===== config.mk =====
export PLATFORM = sky130hd
export DESIGN_NAME = id_token_ctrl
export DESIGN_NICKNAME = d
export VERILOG_FILES = /design/src/rtl/id_token_ctrl.sv
export SDC_FILE = /design/constraint.sdc
export NUM_CORES = 1
export LEC_CHECK = 0
export CAP_MARGIN = 20
export CORE_MARGIN = 2
export CORE_UTILIZATION = 51
export CTS_CLUSTER_DIAMETER = 200
export CTS_CLUSTER_SIZE = 8
export DETAILED_ROUTE_END_ITERATION = 8
export PLACE_DENSITY = 0.76
export RECOVER_POWER = 100
export SYNTH_ARGS = -nofsm -noshare
export SYNTH_HDL_FRONTEND = slang
export SYNTH_SLANG_ARGS = --single-unit

===== constraint.sdc =====
create_clock -name clk -period 3.44 [get_ports clk]
set_clock_uncertainty 0.05 [all_clocks]
set_input_delay 0.86 -clock clk [delete_from_list [all_inputs] [get_ports clk]]
set_output_delay 0.86 -clock clk [all_outputs]
set_load 0.005 [all_outputs]

===== src/rtl/id_token_ctrl.sv =====
// Identifier tokenizer sequencer: classifies a byte stream and emits one
// (length, index, error) record per identifier over a valid/ready port.
//
// state | meaning
// IDLE  | between words, waiting for a letter
// IDENT | identifier in progress, len counts its chars
// LONG  | identifier exceeded MAX_LEN, swallowing the rest
// SKIP  | word started with a digit, swallowed without a token
module id_token_ctrl #(
    parameter int MAX_LEN = 15,
    parameter int LEN_W   = 4,
    parameter int CNT_W   = 8
) (
    input  logic             clk,
    input  logic             rst_n,
    input  logic [7:0]       char,
    input  logic             char_valid,
    input  logic             char_last,
    output logic             char_ready,
    output logic             tok_valid,
    input  logic             tok_ready,
    output logic [LEN_W-1:0] tok_len,
    output logic [CNT_W-1:0] tok_idx,
    output logic             tok_err,
    output logic             in_ident,
    output logic [CNT_W-1:0] id_count
);

    typedef enum logic [1:0] {
        S_IDLE,
        S_IDENT,
        S_LONG,
        S_SKIP
    } state_t;

    localparam logic [LEN_W-1:0] LP_MAX = LEN_W'(MAX_LEN);

    state_t           r_state;
    state_t           w_nxt_state;
    logic [LEN_W-1:0] r_len;
    logic [LEN_W-1:0] w_nxt_len;
    logic             w_let;
    logic             w_dig;
    logic             w_alnum;
    logic             w_accept;
    logic             w_emit;
    logic             w_emit_err;
    logic [LEN_W-1:0] w_emit_len;

    logic             r_tok_valid;
    logic [LEN_W-1:0] r_tok_len;
    logic [CNT_W-1:0] r_tok_idx;
    logic             r_tok_err;
    logic             r_in_ident;
    logic [CNT_W-1:0] r_id_count;

    assign w_let    = ((char >= 8'h41) && (char <= 8'h5A)) ||
                      ((char >= 8'h61) && (char <= 8'h7A));
    assign w_dig    = (char >= 8'h30) && (char <= 8'h39);
    assign w_alnum  = w_let | w_dig;

    assign char_ready = ~r_tok_valid | tok_ready;
    assign w_accept   = char_valid & char_ready;

    always_comb begin
        w_nxt_state = r_state;
        w_nxt_len   = r_len;
        w_emit      = 1'b0;
        w_emit_err  = 1'b0;
        w_emit_len  = r_len;

        case (r_state)
            S_IDLE: begin
                if (w_let) begin
                    w_nxt_state = S_IDENT;
                    w_nxt_len   = {{(LEN_W-1){1'b0}}, 1'b1};
                end else if (w_dig) begin
                    w_nxt_state = S_SKIP;
                end
            end
            S_IDENT: begin
                if (w_alnum) begin
                    if (r_len < LP_MAX) begin
                        w_nxt_len = r_len + 1'b1;
                    end else begin
                        w_nxt_state = S_LONG;
                    end
                end else begin
                    w_emit      = 1'b1;
                    w_nxt_state = S_IDLE;
                end
            end
            S_LONG: begin
                if (!w_alnum) begin
                    w_emit      = 1'b1;
                    w_emit_err  = 1'b1;
                    w_emit_len  = LP_MAX;
                    w_nxt_state = S_IDLE;
                end
            end
            default: begin
                if (!w_alnum) begin
                    w_nxt_state = S_IDLE;
                end
            end
        endcase

        // Last char of the stream closes the word as if a delimiter followed.
        if (char_last && w_alnum) begin
            if ((w_nxt_state == S_IDENT) || (w_nxt_state == S_LONG)) begin
                w_emit     = 1'b1;
                w_emit_err = (w_nxt_state == S_LONG);
                w_emit_len = (w_nxt_state == S_LONG) ? LP_MAX : w_nxt_len;
            end
            w_nxt_state = S_IDLE;
        end

        if (w_nxt_state == S_IDLE) begin
            w_nxt_len = '0;
        end
    end

    always_ff @(posedge clk or negedge rst_n) begin
        if (!rst_n) begin
            r_state     <= S_IDLE;
            r_len       <= '0;
            r_in_ident  <= 1'b0;
            r_tok_valid <= 1'b0;
            r_tok_len   <= '0;
            r_tok_idx   <= '0;
            r_tok_err   <= 1'b0;
            r_id_count  <= '0;
        end else begin
            if (w_accept) begin
                r_state    <= w_nxt_state;
                r_len      <= w_nxt_len;
                r_in_ident <= (w_nxt_state == S_IDENT) || (w_nxt_state == S_LONG);
            end

            if (w_accept && w_emit) begin
                r_tok_valid <= 1'b1;
                r_tok_len   <= w_emit_len;
                r_tok_err   <= w_emit_err;
                r_tok_idx   <= r_id_count;
                if (!w_emit_err) begin
                    r_id_count <= r_id_count + 1'b1;
                end
            end else if (tok_ready) begin
                r_tok_valid <= 1'b0;
            end
        end
    end

    assign tok_valid = r_tok_valid;
    assign tok_len   = r_tok_len;
    assign tok_idx   = r_tok_idx;
    assign tok_err   = r_tok_err;
    assign in_ident  = r_in_ident;
    assign id_count  = r_id_count;

endmodule


## Yosys cells after proc, flatten, opt, wreduce, memory -nomap -nowiden

Index checks and enable logic that the tools add are counted.
W data, S select, Z words.

- Flip-flop bits (word level): 29

- Bitwise operators: 5
- Reductions and logical operators: 13
- Mux-type cells: 26
- Add/sub/neg operators: 2
- Equality and inequality tests: 6
- Magnitude comparators: 7

Operator list:

| kind | number |
|---|---|
| $mux W4 | 9 |
| $ge A8 B7 Y1 const B | 2 |
| $le A8 B7 Y1 const B | 2 |
| $mux W2 | 6 |
| $mux W1 | 9 |
| $add A8 B1 Y8 const B | 1 |
| $ge A8 B6 Y1 const B | 1 |
| $le A8 B6 Y1 const B | 1 |
| $pmux W4 S2 | 1 |
| $eq A2 B1 Y1 const B | 3 |
| $eq A2 B2 Y1 const B | 3 |
| $logic_and A1 B1 Y1 | 5 |
| $add A4 B1 Y4 const B | 1 |
| $logic_not A2 Y1 | 2 |
| $lt A4 B4 Y1 const B | 1 |
| $pmux W2 S2 | 1 |
| $logic_or A1 B1 Y1 | 3 |
| $not A1 Y1 | 2 |
| $or A1 B1 Y1 | 2 |
| $reduce_and A2 Y1 | 1 |
| $reduce_bool A2 Y1 | 1 |
| $reduce_or A2 Y1 | 1 |
| $and A1 B1 Y1 | 1 |

## Logic depth before layout (Yosys ltp)

- Depth in word-level cells: 12
- Gate-level depth with buffers: 14
- Mapped depth without buffers: 12

## Least setup slack after synthesis

Ideal clock, no wire load.

- Path kind: in2reg
- Start point: input port char[4]
- End point: register r_tok_len[3] (netlist: tok_len[3])
- Arrival: 3.556 ns
- Required time: 3.272 ns
- Library setup time: 0.118 ns
- Cell stages on the path: 12
- Path slack: -0.285 ns
- Cell sequence: or4_4 o21a_1 a21oi_1 nand2_1 a21oi_1 ha_1 nor3b_1 o2111ai_1 o22ai_1 buf_6 a31oi_1 o2bb2a_4

- Cells in the longest elaborated chain, start to end: 11

RTL lines:

| item | line | RTL |
|---|---|---|
| from (decl) | 16 | `input logic [7:0] char,` |
| $ge A8 B7 Y1 (tied with other cells) | 57 | `assign w_let = ((char >= 8'h41) && (char <= 8'h5A)) \|\|` |
| $logic_and A1 B1 Y1 (on tied branches) | 57, 58 |  |
| $logic_or A1 B1 Y1 | 57 |  |
| $or A1 B1 Y1 | 60 | `assign w_alnum = w_let \| w_dig;` |
| $mux W2 (on tied branches) | 94, 102, 82 |  |
| $pmux W2 S2 | 72 | `case (r_state)` |
| $eq A2 B1 Y1 / $eq A2 B2 Y1 (equally long branches) | 110, 113 |  |
| $logic_or A1 B1 Y1 | 110 | `if ((w_nxt_state == S_IDENT) \|\| (w_nxt_state == S_LONG)) begin` |
| $mux W1 | 110 |  |
| $mux W1 | 109 | `if (char_last && w_alnum) begin` |
| $logic_and A1 B1 Y1 | 140 | `if (w_accept && w_emit) begin` |
| to (signal assigned) | 142 | `r_tok_len <= w_emit_len;` |
| to (decl) | 51 | `logic [LEN_W-1:0] r_tok_len;` |

Parallel ways exist; a longest one is shown, timed or not.
A chain may end at the register's enable or synchronous reset.

## Worst setup path after layout

- Start point: input port tok_ready
- End point: output port char_ready

- Cells in the longest elaborated chain, start to end: 1

RTL lines:

| item | line | RTL |
|---|---|---|
| from (decl) | 21 | `input logic tok_ready,` |
| $or A1 B1 Y1 | 62 | `assign char_ready = ~r_tok_valid \| tok_ready;` |
| to (decl) | 19 | `output logic char_ready,` |

No other way between the ends.

==> flow_results.org <==
** Clock tree
- At the later pin of the worst-skew pair, clock insertion delay measures 340 ps.
- Clock tree from TritonCTS :: built
- Total clock buffers created by CTS :: 5
- The tree is rooted in a clkbuf_4.
- The clock tree synthesis step divided the H-tree into 2 levels.
- Clock Sinks :: 29
- After clock tree synthesis, the clock-pin slew on the worst setup and hold paths is ~100 ps.
- The longest clock path from root to sink contains 2 buffers.

** Synth
- Number of enable-type register cells in the synthesized netlist :: 0
- In the post-synthesis netlist, the biggest area contributors are dfrtp_1 39%, mux2_2 6.7%, ha_1 4.8%.
- Synth Net Count :: 205
- Yosys top cell area share :: 39.4%
- The biggest area contributor in the post-synthesis netlist is dfrtp_1.
- The commonest cells after synthesis are 29 x dfrtp_1, 18 x nand2_1, 12 x inv_1.
- Commonest register cell after synthesis :: dfrtp_1
- Average footprint of a synthesized cell :: a little under 10 um2
- Portion of the post-synthesis area used by sequential elements :: 39.4%
- Number of cells produced by synthesis :: between 150 and 200
- Flip-flop and latch count after synthesis :: 29
- For this run, the number of Yosys warnings is 0.
- The netlist uses between 50 and 60 different library cells.
- For this run, asynchronously set or reset flops after synthesis account for between 90% and 100%.
- The synthesized netlist occupies a cell area of around 1800 um2.
- Most used standard cell by instance count after synthesis :: dfrtp_1

** Floorplan
- For this configuration, the core starts out at a cell density of between 50% and 60%.
- In this run the horizontal extent of the chip is approximately 64 um.
- The core region is around 3400 um2.
- The die covers slightly above 4000 um2.
- Site Rows :: 21
- Vertical die dimension :: between 60 and 70 um
- IO Pins :: 37

** Setup path
- Along the worst path, the maximum fanout reaches 7.
- Capturing element type of the critical path :: output pin
- Type of the worst setup path :: in -> out
- Critical Path Start Type :: input port
- At the worst endpoint, the arrival time is approximately 2400 ps.
- Data required, critical path :: between 2000 and 3000 ps

** Drt
- Summed over all layers, the routed wires come to between 5 and 6 mm.
- Post-route antenna net violation count :: 0
- The routed layout has around 1,900 vias.
- For this run, design rule violations remaining after detail routing come to 0.
- In the routed layout, each cell is associated on average with a via count of a little over 6.
- After detailed routing, the average wire length per cell comes to 17.8 um.
- Initial DRC Count :: 160
- Number of detailed-routing iterations run before antenna repair :: 5

** Cells and area
- Cell area after layout :: roughly 2700 um2
- The repair_antennas step left the layout with diodes totalling 0.
- In the final design database the tool counted ~280 nets.
- The post-route netlist has between 30% and 40% of its cells at a drive strength greater than 1.
- Layout overhead on the synthesized area :: 46.9%
- Number of standard cells in the layout, taps in and fillers out :: between 300 and 400

** Power
- Seq pwr share :: roughly 32%
- Combinational logic is responsible for 56.0% of the overall power.
- Relative contribution of the clock network to total power :: between 10% and 20%
- For this design the static power due to leakage is roughly 1.2 nW.
- Cell internal pwr :: 1.01 mW
- In this run the power density over the cells is 622 nW/um2.
- Sw Ratio :: between 30 and 40%
- Net load switching power :: between 0.6 and 0.7 mW
- Maximum vdd drop :: ~520 uV

** STA
- Fmax :: between 0.3 and 0.4 GHz
- Setup violations remaining at the end of the flow were counted as 0.
- Pin slew with the least headroom to its limit :: ~1500 ps
- Count of endpoints failing hold in the final timing report :: 0
- Max-slew violation count :: 30
- For the finished layout, the period the worst path requires is between 3000 and 4000 ps.
- The worst path uses approximately 97% of the clock period.
- Headroom to the max-slew limit came out at -2.01%.
- Final worst-path setup slack :: about 120 ps

** GRT
- Number of antenna violations at the first check in global routing :: 0
- Entering global routing, the biggest net connects 30 pins.
- The via count of the first global-routing pass came to ~1,900.
- All-layer global routing usage :: between 20% and 30%
- First-pass GRT wire length :: between 9 and 10 mm
- For this run the aggregate overflow at the end of global routing stands at 0.

** Job
- Maximum capacitance violations :: 1

** Placed design
- Estimated wirelength of the detail-placed design :: about 4.0 mm
- The placed instances occupy a cell area of around 2500 um2.
- Count of port buffers added during placement :: 36
- At the end of routability-driven placement, the weighted congestion stood at about 0.91.
- Once placement completed, the tool counted placed cells totaling between 200 and 300.
- Before CTS, the worst setup slack after placement is -704 ps.

** Outcome
- The run finished, with violations left.
- The checks that failed: capacitance limit, slew limit.

** Worst hold path
- The tightest min-delay check is of the reg -> reg type.
[power groups by stage]
stage / sequential, mW / clock (mW) / combinational, mW
after floorplan: 0.540 / 0 / 0.502
after global placement: 0.540 / 0 / 0.881
after detailed placement: 0.549 / 0 / 0.904
after CTS: 0.544 / 0.204 / 0.967
after global routing: 0.555 / 0.217 / 1.03
final: 0.540 / 0.200 / 0.942
[path summary, 6_finish.rpt]
| path | startpoint | end | slack [ps] | cells past startpoint |
|---|---|---|---|---|
| min | in_ident | in_ident | 440 | 2 |
| min in group asynchronous | rst_n | tok_len[1] | 1380 | 2 |
| max | tok_ready | char_ready | 120 | 4 |
| max in group asynchronous | rst_n | r_len[3] | 1060 | 2 |
| max reg2reg | r_state[0] | tok_idx[6] | 370 | 11 |
| min reg2reg | in_ident | in_ident | 440 | 2 |
[flip-flops by register name (all words and copies together), names as in the netlist]
name / cells
r_len: 4
tok_len: 4
tok_idx: 8
id_count: 8
r_state: 2
tok_err: 1
in_ident: 1
tok_valid: 1
[cells in the final DEF (no fill, tap or decap), types with 5 or more instances in the layout]
cell	netlist	final
buf_4	1	31
dfrtp_1	29	29
dlygate4sd3_1	0	26
nand2_1	18	15
inv_1	12	12
mux2_2	11	10
nand3_1	8	8
nor3_1	8	8
nor2_1	8	7
o2111ai_1	7	6
xnor2_1	7	6
ha_1	7	6
clkdlybuf4s50_1	0	6
clkbuf_4	0	5
[worst max-delay path, cell delays in order]
cell           delay, ps
dlygate4sd3_1        530
nor2b_1              240
inv_1                180
dlygate4sd3_1        610
[metrics by stage]
| step | power (mW) | util (%) | setup TNS (ps) | hold slack, ps |
|---|---|---|---|---|
| after floorplan | 1.04 | - | -465 | 420 |
| after global placement | 1.42 | 75.1 | -11620 | 409 |
| after detailed placement | 1.45 | 75.1 | -14020 | 424 |
| after CTS | 1.72 | 79.2 | 0 | 447 |
| after global routing | 1.80 | 79.8 | -3.41 | 470 |
| final | 1.68 | 79.8 | 0 | 439 |
[final cells by class]
cell class,count,area (um2)
multi-input cells,139,1200
well taps,46,57.6
repair buffers,72,619
clock inverters,2,10.0
flip-flops and latches,29,726
clock buffers,6,41.3
fillers,207,686
inverters,12,45.0
[layer usage]
layer / track usage [%] / vias to the layer above / share of wire [%]
li1: - / 861 / -
met3: 5.11 / 13 / 5.4
met1: 36.1 / 920 / 42
met2: 48.2 / 83 / 50
met4: 12.2 / 0 / 2.4
met5: 0 / - / 0
[cell families after synthesis]
family,Yosys count,synth area share (%)
DFF,29,39.4
xor gates and xnor gates,7,3.33
and+or+nand+nor,58,15.9
muxes,13,7.82
AOI/OAI and AO/OA,54,24.3
buffers and inverters,17,4.49
adders and majority gates,7,4.76
[repair_timing]
item	CTS	global route
buffers inserted	2	1
hold endpoints to repair	0	0
cloned	0	0
endpoints found under the setup margin	23	24
hold buffers	0	0
pin swaps	11	11
gates resized for setup	26	14
Note: power is estimated with default switching activity, not from simulation.
